### config.mk
export PLATFORM = sky130hd
export DESIGN_NAME = cache_fsm_multi
export DESIGN_NICKNAME = d
export VERILOG_FILES = /design/src/rtl/cache_fsm_pkg.sv /design/src/rtl/cache_fsm_multi_sdram_beat_timer.sv /design/src/rtl/cache_fsm_multi.sv
export SDC_FILE = /design/constraint.sdc
export NUM_CORES = 1
export LEC_CHECK = 0
export CAP_MARGIN = 25
export CORE_MARGIN = 10
export CORE_UTILIZATION = 40
export DETAILED_ROUTE_END_ITERATION = 7
export PLACE_DENSITY = 0.82
export SETUP_SLACK_MARGIN = 0.1
export SLEW_MARGIN = 40
export SYNTH_ARGS = -nofsm -noshare
export SYNTH_HDL_FRONTEND = slang
export SYNTH_SLANG_ARGS = --single-unit
### constraint.sdc
create_clock -name clk -period 1.7 [get_ports clk]
set_input_delay 0.17 -clock clk [delete_from_list [all_inputs] [get_ports clk]]
set_output_delay 0.17 -clock clk [all_outputs]
set_load 0.01 [all_outputs]
### src/rtl/cache_fsm_pkg.sv
// Shared types for the multi-line cache controller.
//   state_e : controller FSM states.
//   IDX_W / OFF_W : index and offset widths for the default geometry
//                   (8 lines x 16 words); parametrised modules derive
//                   their own widths from NUM_LINES / BLOCK_WORDS.
package cache_fsm_pkg;

  typedef enum logic [2:0] {
    S_IDLE  = 3'd0,
    S_CHECK = 3'd1,
    S_HIT   = 3'd2,
    S_WB    = 3'd3,
    S_FILL  = 3'd4
  } state_e;

  localparam int DEF_NUM_LINES   = 8;
  localparam int DEF_BLOCK_WORDS = 16;
  localparam int IDX_W = $clog2(DEF_NUM_LINES);
  localparam int OFF_W = $clog2(DEF_BLOCK_WORDS);

endpackage

### src/rtl/cache_fsm_multi_sdram_beat_timer.sv
// SDRAM beat timer: while en is high, counts 0..SDRAM_LAT and wraps, so
// each beat lasts SDRAM_LAT+1 cycles. Dropping en returns it to 0.
//   clk, rst (sync, active-low)
//   en         : count while high
//   beat_start : first cycle of a beat (drives memstrb)
//   beat_last  : final cycle of a beat
module sdram_beat_timer
  import cache_fsm_pkg::*;
#(
  parameter int SDRAM_LAT = 2
) (
  input  logic clk,
  input  logic rst,
  input  logic en,
  output logic beat_start,
  output logic beat_last
);

  localparam int CNT_W = $clog2(SDRAM_LAT + 1);

  logic [CNT_W-1:0] cnt_q, cnt_d;

  assign beat_start = en && (cnt_q == '0);
  assign beat_last  = en && (cnt_q == CNT_W'(SDRAM_LAT));

  always_comb begin
    cnt_d = '0;
    if (en && !beat_last) cnt_d = cnt_q + CNT_W'(1);
  end

  always_ff @(posedge clk) begin
    if (!rst) cnt_q <= '0;
    else      cnt_q <= cnt_d;
  end

endmodule

### src/rtl/cache_fsm_multi.sv
// Controller for a direct-mapped write-back cache of NUM_LINES lines x
// BLOCK_WORDS words. Holds per-line valid/dirty bits and sequences the
// CPU hit path, dirty-line write-back and line fill over SDRAM.
//   Inputs : clk, rst (sync, active-low), cs_sampled_dly (request strobe,
//            seen in IDLE only), wr_rd_cpu_q, hit, index.
//   Outputs: dirty/valid of the latched line, mux_sel/demux_sel (SRAM data
//            routing), rdy, wen_sram, wr_rd_sdram, addr_offset_counter,
//            memstrb, tag_wen, hit_cnt/miss_cnt/wb_cnt.
// Optional: define CACHE_STATS_EN to build saturating statistics counters;
// otherwise the three counter ports are tied to zero.
module cache_fsm_multi
  import cache_fsm_pkg::*;
#(
  parameter int NUM_LINES   = 8,
  parameter int BLOCK_WORDS = 16,
  parameter int SDRAM_LAT   = 2,
  parameter int STAT_W      = 16
) (
  input  logic                           clk,
  input  logic                           rst,
  input  logic                           cs_sampled_dly,
  input  logic                           wr_rd_cpu_q,
  input  logic                           hit,
  input  logic [$clog2(NUM_LINES)-1:0]   index,
  output logic                           dirty,
  output logic                           valid,
  output logic                           mux_sel,
  output logic                           demux_sel,
  output logic                           rdy,
  output logic                           wen_sram,
  output logic                           wr_rd_sdram,
  output logic [$clog2(BLOCK_WORDS)-1:0] addr_offset_counter,
  output logic                           memstrb,
  output logic                           tag_wen,
  output logic [STAT_W-1:0]              hit_cnt,
  output logic [STAT_W-1:0]              miss_cnt,
  output logic [STAT_W-1:0]              wb_cnt
);

  localparam int IDX_BITS = $clog2(NUM_LINES);
  localparam int OFF_BITS = $clog2(BLOCK_WORDS);

  state_e                state_q, state_d;
  logic                  wr_q, wr_d;
  logic [IDX_BITS-1:0]   idx_q, idx_d;
  logic [NUM_LINES-1:0]  valid_q, valid_d;
  logic [NUM_LINES-1:0]  dirty_q, dirty_d;
  logic [OFF_BITS-1:0]   off_q, off_d;
  logic                  beat_start, beat_last, timer_en;

  assign timer_en = (state_q == S_WB) || (state_q == S_FILL);

  sdram_beat_timer #(.SDRAM_LAT(SDRAM_LAT)) u_timer (
    .clk        (clk),
    .rst        (rst),
    .en         (timer_en),
    .beat_start (beat_start),
    .beat_last  (beat_last)
  );

  assign memstrb             = beat_start;
  assign addr_offset_counter = off_q;
  assign valid               = valid_q[idx_q];
  assign dirty               = dirty_q[idx_q];

  always_comb begin
    state_d     = state_q;
    wr_d        = wr_q;
    idx_d       = idx_q;
    valid_d     = valid_q;
    dirty_d     = dirty_q;
    off_d       = off_q;
    rdy         = 1'b0;
    wen_sram    = 1'b0;
    mux_sel     = 1'b0;
    demux_sel   = 1'b0;
    wr_rd_sdram = 1'b0;
    tag_wen     = 1'b0;
    case (state_q)
      S_IDLE: begin
        rdy = 1'b1;
        if (cs_sampled_dly) begin
          wr_d    = wr_rd_cpu_q;
          idx_d   = index;
          state_d = S_CHECK;
        end
      end
      S_CHECK: begin
        // A tag match on an invalid line is still a miss.
        if (hit && valid_q[idx_q])                  state_d = S_HIT;
        else if (valid_q[idx_q] && dirty_q[idx_q])  state_d = S_WB;
        else                                        state_d = S_FILL;
      end
      S_HIT: begin
        wen_sram = wr_q;
        if (wr_q) dirty_d[idx_q] = 1'b1;
        state_d = S_IDLE;
      end
      S_WB: begin
        wr_rd_sdram = 1'b1;
        demux_sel   = 1'b1;
        if (beat_last) begin
          if (off_q == '1) begin
            off_d   = '0;
            state_d = S_FILL;
          end else begin
            off_d = off_q + OFF_BITS'(1);
          end
        end
      end
      S_FILL: begin
        mux_sel  = 1'b1;
        // SDRAM read data is valid at the end of the beat.
        wen_sram = beat_last;
        if (beat_last) begin
          if (off_q == '1) begin
            tag_wen        = 1'b1;
            valid_d[idx_q] = 1'b1;
            dirty_d[idx_q] = 1'b0;
            off_d          = '0;
            state_d        = S_HIT;
          end else begin
            off_d = off_q + OFF_BITS'(1);
          end
        end
      end
      default: state_d = S_IDLE;
    endcase
  end

  always_ff @(posedge clk) begin
    if (!rst) begin
      state_q <= S_IDLE;
      wr_q    <= 1'b0;
      idx_q   <= '0;
      valid_q <= '0;
      dirty_q <= '0;
      off_q   <= '0;
    end else begin
      state_q <= state_d;
      wr_q    <= wr_d;
      idx_q   <= idx_d;
      valid_q <= valid_d;
      dirty_q <= dirty_d;
      off_q   <= off_d;
    end
  end

`ifdef CACHE_STATS_EN
  logic [STAT_W-1:0] hit_cnt_q, hit_cnt_d;
  logic [STAT_W-1:0] miss_cnt_q, miss_cnt_d;
  logic [STAT_W-1:0] wb_cnt_q, wb_cnt_d;

  // Classification happens on the CHECK exit; counters stick at all-ones.
  always_comb begin
    hit_cnt_d  = hit_cnt_q;
    miss_cnt_d = miss_cnt_q;
    wb_cnt_d   = wb_cnt_q;
    if (state_q == S_CHECK) begin
      if (state_d == S_HIT) begin
        if (hit_cnt_q != '1) hit_cnt_d = hit_cnt_q + STAT_W'(1);
      end else begin
        if (miss_cnt_q != '1) miss_cnt_d = miss_cnt_q + STAT_W'(1);
        if (state_d == S_WB && wb_cnt_q != '1) wb_cnt_d = wb_cnt_q + STAT_W'(1);
      end
    end
  end

  always_ff @(posedge clk) begin
    if (!rst) begin
      hit_cnt_q  <= '0;
      miss_cnt_q <= '0;
      wb_cnt_q   <= '0;
    end else begin
      hit_cnt_q  <= hit_cnt_d;
      miss_cnt_q <= miss_cnt_d;
      wb_cnt_q   <= wb_cnt_d;
    end
  end

  assign hit_cnt  = hit_cnt_q;
  assign miss_cnt = miss_cnt_q;
  assign wb_cnt   = wb_cnt_q;
`else
  assign hit_cnt  = '0;
  assign miss_cnt = '0;
  assign wb_cnt   = '0;
`endif

endmodule

# == Word-level counts from Yosys, hierarchy flattened ==
# Cells that the tools add are included.
# op_classes
eq_ne,12
magnitude_cmp,2
addsub,2
n_mux,26
n_reduce_logical,18
bitwise,4
# op_table
op,count
$mux W8,3
$mux W3,7
$or A8 B8 Y8,2
$pmux W8 S2,1
$pmux W3 S4,1
$mux W1,9
$and A8 B8 Y8,1
$ne A2 B2 Y1 const B,4
$not A8 Y8,1
$bmux W1 S3,2
$eq A3 B2 Y1 const B,2
$logic_and A1 B1 Y1,6
$reduce_and A2 Y1,3
$reduce_and A5 Y1,1
$add A4 B1 Y4 const B,1
$eq A4 B4 Y1 const B,1
$lt A3 B4 Y1 const B,1
$mux W4,1
$ne A2 B1 Y1 const B,2
$reduce_and A4 Y1,1
$demux W1 S3,1
$eq A3 B1 Y1 const B,1
$eq A3 B3 Y1 const B,1
$ge A3 B1 Y1 const B,1
other kinds (10),10
# totals
regBits,29
word_cells,71
in_bits,8

# == Logic depth before layout (Yosys ltp) ==
# depth
depth_word,9
ltp_mapped,7

# == Cells and area by module ==
# Synthesis repeated with hierarchy kept, for this count alone.
# unflattened
hier_cells,210
hier_area_um2,1840.5
# modules_own_cells
module,cells_per_inst,seq_area_each_um2,n_inst,area_per_inst_um2
cache_fsm_multi,200,540.5,1,1730.4
sdram_beat_timer,10,40.0,1,110.1

# == Worst setup path after synthesis ==
# Ideal clock, no wire load.
# synth_timing
path_type,register to register
start,register u_timer.cnt_q[0]
end,register (tool-made name)
path_stages_with_launch,8
setup_ns,0.119
arrival_ns,1.639
period_less_slack_ns,1.757
path_slack_ns,-0.057
path_cell_list,dfxtp_1 -> inv_1 -> ha_1 -> clkbuf_1 -> and4_1 -> a21boi_1 -> nor3_1 -> o221a_2
# synth_lines
item,line_no,text
start: declaration,cache_fsm_multi_sdram_beat_timer.sv:21,"logic [CNT_W-1:0] cnt_q, cnt_d;"
start signal: assignment,cache_fsm_multi_sdram_beat_timer.sv:33,else cnt_q <= cnt_d;

# == Worst setup path after layout ==
# layout_timing
start,register idx_q[0]
end,output dirty
# layout_between
elab_chain_len,2
# layout_lines
item,line_no,text
start: declaration,cache_fsm_multi.sv:45,"logic [IDX_BITS-1:0] idx_q, idx_d;"
start signal: assignment,cache_fsm_multi.sv:142,idx_q <= idx_d;
$bmux W1 S3,cache_fsm_multi.sv:64,assign dirty = dirty_q[idx_q];
$mux W1 (not written as such),cache_fsm_multi.sv:64,
end: declaration,cache_fsm_multi.sv:25,"output logic dirty,"
# Every way passes these cells. The select of a mux whose other input is x is not followed.

==> report_table.html <==
<table>
<tr><th>Metric</th><th>Value</th></tr>
<tr><th colspan="2">Status</th></tr>
<tr><td>Run status</td><td>finished, violations left</td></tr>
<tr><td>Violations in the final reports</td><td>setup timing</td></tr>
<tr><th colspan="2">Power and ir drop</th></tr>
<tr><td>Switching share of power</td><td>26.07%</td></tr>
<tr><td>Static leakage power</td><td>~1.0 nW</td></tr>
<tr><td>Proportion of power drawn by combinational gates</td><td>15.7%</td></tr>
<tr><td>Sequential share of power</td><td>40.7%</td></tr>
<tr><td>Worst ir drop on vdd</td><td>0.5238 mV</td></tr>
<tr><td>Clock network fraction of design power</td><td>a little over two fifths</td></tr>
<tr><td>Psw</td><td>between 0.4 and 0.5 mW</td></tr>
<tr><td>Internal power component</td><td>1.284 mW</td></tr>
<tr><td>Power Density</td><td>between 600 and 700 nW/um2</td></tr>
<tr><th colspan="2">Clock network</th></tr>
<tr><td>H-Tree Level Count</td><td>2</td></tr>
<tr><td>TritonCTS clock tree</td><td>done</td></tr>
<tr><td>Maximum buffer depth of the clock tree</td><td>2</td></tr>
<tr><td>Total clock sinks</td><td>29</td></tr>
<tr><td>Clock-pin slew on the worst setup and hold paths</td><td>~0.060 ns</td></tr>
<tr><td>Clock insertion delay at the later pin of the skew report</td><td>0.29 ns</td></tr>
<tr><td>Buffer cell driving the clock tree root</td><td>clkbuf_8</td></tr>
<tr><td>Hold-fix buffer count after cts</td><td>0</td></tr>
<tr><td>Total CTS buffers</td><td>5</td></tr>
<tr><th colspan="2">Routing</th></tr>
<tr><td>Initial DRC Count</td><td>101</td></tr>
<tr><td>Wire length after detailed routing</td><td>4.898 mm</td></tr>
<tr><td>First-pass detailed-route iteration total</td><td>4</td></tr>
<tr><td>Count of antenna-violating nets left after detailed routing</td><td>0</td></tr>
<tr><td>Vias per cell</td><td>4.880</td></tr>
<tr><td>Average wire per standard cell</td><td>15.50 um</td></tr>
<tr><td>DR vias</td><td>1542</td></tr>
<tr><td>Residual DRC</td><td>0</td></tr>
<tr><th colspan="2">GRT</th></tr>
<tr><td>Vias in the first global route</td><td>1530</td></tr>
<tr><td>Global routing usage summed across all routing layers</td><td>11.76%</td></tr>
<tr><td>Pin count of the biggest net entering global routing</td><td>21</td></tr>
<tr><td>Residual overflow from global routing</td><td>0</td></tr>
<tr><td>First-pass GRT wire length</td><td>approximately 7.3 mm</td></tr>
<tr><td>Number of antenna violations at the first check in global routing</td><td>0</td></tr>
<tr><th colspan="2">Floorplanning</th></tr>
<tr><td>Placeable Area</td><td>4414 um2</td></tr>
<tr><td>Core Rows</td><td>24</td></tr>
<tr><td>Width of the die</td><td>87.95 um</td></tr>
<tr><td>Initial cell density of the core</td><td>41.84%</td></tr>
<tr><td>Area of the die</td><td>7734 um2</td></tr>
<tr><td>IO Pins</td><td>between 60 and 70</td></tr>
<tr><td>Die H</td><td>87.95 um</td></tr>
<tr><th colspan="2">Placed design</th></tr>
<tr><td>Post-placement setup slack</td><td>-0.1869 ns</td></tr>
<tr><td>Area of placed instances</td><td>2107 um2</td></tr>
<tr><td>Post-DP HPWL</td><td>3.441 mm</td></tr>
<tr><td>Final weighted congestion in routability-driven placement</td><td>0.8193</td></tr>
<tr><td>Port bufs</td><td>20</td></tr>
<tr><th colspan="2">Timing</th></tr>
<tr><td>Final critical delay including setup and external delays</td><td>1.726 ns</td></tr>
<tr><td>Peak Freq</td><td>579.4 MHz</td></tr>
<tr><td>Unrepaired setup endpoints after global routing</td><td>yes</td></tr>
<tr><td>Final-report hold violation count</td><td>0</td></tr>
<tr><td>Smallest setup slack after layout</td><td>-0.02586 ns</td></tr>
<tr><td>Setup clock skew after layout</td><td>0.005012 ns</td></tr>
<tr><td>Max-slew violation count</td><td>0</td></tr>
<tr><td>Final number of setup-violating endpoints</td><td>1</td></tr>
<tr><td>Share of the clock period used by the worst path after layout</td><td>101.5%</td></tr>
<tr><th colspan="2">Critical path</th></tr>
<tr><td>Largest fanout on the critical path</td><td>3</td></tr>
<tr><td>Required time at the endpoint of the critical path</td><td>around 1.5 ns</td></tr>
<tr><td>Kind of end point of the critical path</td><td>output port</td></tr>
<tr><td>Buf/Inv on CP</td><td>1</td></tr>
<tr><td>Ordered list of cells on the worst path</td><td>mux4_2 &gt; mux2_4 &gt; buf_6</td></tr>
<tr><td>Gate family responsible for the most delay along the worst path</td><td>multiplexers</td></tr>
<tr><td>Critical path start-end classification</td><td>flip-flop to output port</td></tr>
<tr><td>Crit path max-delay cell type</td><td>mux4_2</td></tr>
<tr><td>Crit start category</td><td>flip-flop</td></tr>
<tr><td>Slowest Stage Delay on Critical Path</td><td>0.49 ns</td></tr>
<tr><td>Arrival time at the worst endpoint</td><td>1.56 ns</td></tr>
<tr><th colspan="2">Logic synthesis</th></tr>
<tr><td>Most frequently used flop master after synthesis</td><td>dfxtp_1</td></tr>
<tr><td>Mapped Avg Cell Area</td><td>8.879 um2</td></tr>
<tr><td>Warnings, synthesis</td><td>0</td></tr>
<tr><td>Cell Area, Synth</td><td>1847 um2</td></tr>
<tr><td>Asr flop ratio synth</td><td>0%</td></tr>
<tr><td>Share of the yosys chip area belonging to registers</td><td>31.44%</td></tr>
<tr><td>Post-synthesis cell count</td><td>208</td></tr>
<tr><td>Number of distinct library cells after synthesis</td><td>between 40 and 50</td></tr>
<tr><td>Seq cells post-synth</td><td>29</td></tr>
<tr><td>Count of flip-flops with a built-in enable after synthesis</td><td>0</td></tr>
<tr><th colspan="2">Layout</th></tr>
<tr><td>Most frequent cells in the layout</td><td>48 x conb_1, 34 x buf_4, 21 x dfxtp_1, 13 x mux2i_1, 12 x nand2_1</td></tr>
<tr><td>Antenna diode instance count</td><td>0</td></tr>
<tr><td>Fill cell total of the finished layout</td><td>387</td></tr>
<tr><td>Post-layout utilization of the core</td><td>56.24%</td></tr>
<tr><td>Area taken by multi-input logic gates</td><td>1167 um2</td></tr>
<tr><td>Final net count</td><td>around 270</td></tr>
<tr><td>Final design instance area without fill</td><td>2482 um2</td></tr>
<tr><td>Fraction of layout instances using a drive strength above 1</td><td>35.98%</td></tr>
<tr><td>Area growth syn-to-layout</td><td>34.42%</td></tr>
<tr><td>Reg area</td><td>595.6 um2</td></tr>
<tr><td>Leading cell type in the layout, fill and taps excluded</td><td>conb_1</td></tr>
<tr><th colspan="2">Flow run</th></tr>
<tr><td>Max capacitance violation total</td><td>0</td></tr>
<tr><th colspan="2">Min path</th></tr>
<tr><td>Path class of the lowest-slack min-delay path</td><td>flip-flop to flip-flop</td></tr>
</table>
==> cell families after synthesis <==
group | count (synthesis) | share of synthesized area [%]
buf+inv | 64 | 23.37
compound gates | 31 | 12.19
simple gates | 62 | 19.65
mux | 17 | 10.64
xor+xnor | 1 | 0.4743
fa+ha+maj | 3 | 2.033
flops | 29 | 31.44
other cells | 1 | 0.2031
==> timing repair <==
action | CTS | global route
endpoints found under the hold margin | 0 | 0
pin swaps | 7 | 8
gates cloned | 0 | 0
gates resized for setup | 46 | 34
endpoints found under the setup margin | 21 | 22
buffers inserted | 5 | 6
==> power by group through the flow <==
stage / Clock, mW / Sequential (mW) / Combinational, mW
after detailed placement: 0 / 0.720 / 0.226
after CTS: 0.764 / 0.707 / 0.233
final: 0.757 / 0.707 / 0.273
after global placement: 0 / 0.719 / 0.223
after global routing: 0.794 / 0.709 / 0.295
after floorplan: 0 / 0.710 / 0.234
==> metrics by stage <==
stage | TNS (ns) | cells | power (mW) | hold WS [ns]
final | -0.02586 | 316 | 1.737 | 0.4177
after floorplan | 0 | 255 | 0.9443 | 0.3395
after global routing | -0.1486 | 316 | 1.799 | 0.4357
after detailed placement | -0.3330 | 297 | 0.9462 | 0.4126
after CTS | -0.04157 | 310 | 1.704 | 0.4132
after global placement | -0.1967 | 297 | 0.9420 | 0.4081
==> metal layers <==
metal	share of wire (%)	track usage, %	wire (um)
met5	0	0	0
met1	38	12.16	1877
met2	50	20.63	2444
met3	10	4.643	513
met4	1.3	4.928	62
==> worst paths after layout <==
| kind | startpoint | to | slack [ns] | depth (start not counted) |
|---|---|---|---|---|
| worst max register to register | idx_q[0]$_SDFFE_PN0P_ | state_q[1]$_SDFFE_PN0P_ | 0.03 | 6 |
| worst min register to register | u_timer.cnt_q[0]$_SDFF_PN0_ | u_timer.cnt_q[0]$_SDFF_PN0_ | 0.42 | 1 |
| worst max-delay path | idx_q[0]$_SDFFE_PN0P_ | dirty | -0.03 | 3 |
| worst min-delay path | u_timer.cnt_q[0]$_SDFF_PN0_ | u_timer.cnt_q[0]$_SDFF_PN0_ | 0.42 | 1 |
==> worst register-to-register path, stage by stage (launching register included) <==
cell     delay, ns
dfxtp_4       0.37
mux4_2        0.49
mux2_4        0.28
buf_4         0.14
buf_6         0.12
nor2_4        0.08
o41ai_1       0.07
==> synthesized netlist by cell type, drive strengths merged (3+ instances only) <==
master,number,area (um2)
o211ai,3,22.52
nand2b,5,31.28
nand3b,3,22.52
clkbuf,7,26.28
nand2,12,45.04
o21a,8,60.06
inv,4,15.01
a21oi,3,15.01
ha,3,37.54
nor2,9,33.78
nor2b,5,31.28
nor3,10,60.06
nor4,4,25.02
mux2i,14,140.1
o21ai,4,20.01
a21boi,3,22.52
buf,53,390.4
dfxtp,29,580.6
==> cell type report <==
type	count	share of cell area (%)
clock inverters	1	1.210
flip-flops and latches	29	23.99
repair buffers	61	20.87
multi-input cells	162	47.03
well taps	52	2.621
inverters	4	0.8065
clock buffers	7	3.478
No activity file was read; power rests on OpenSTA's default activity.
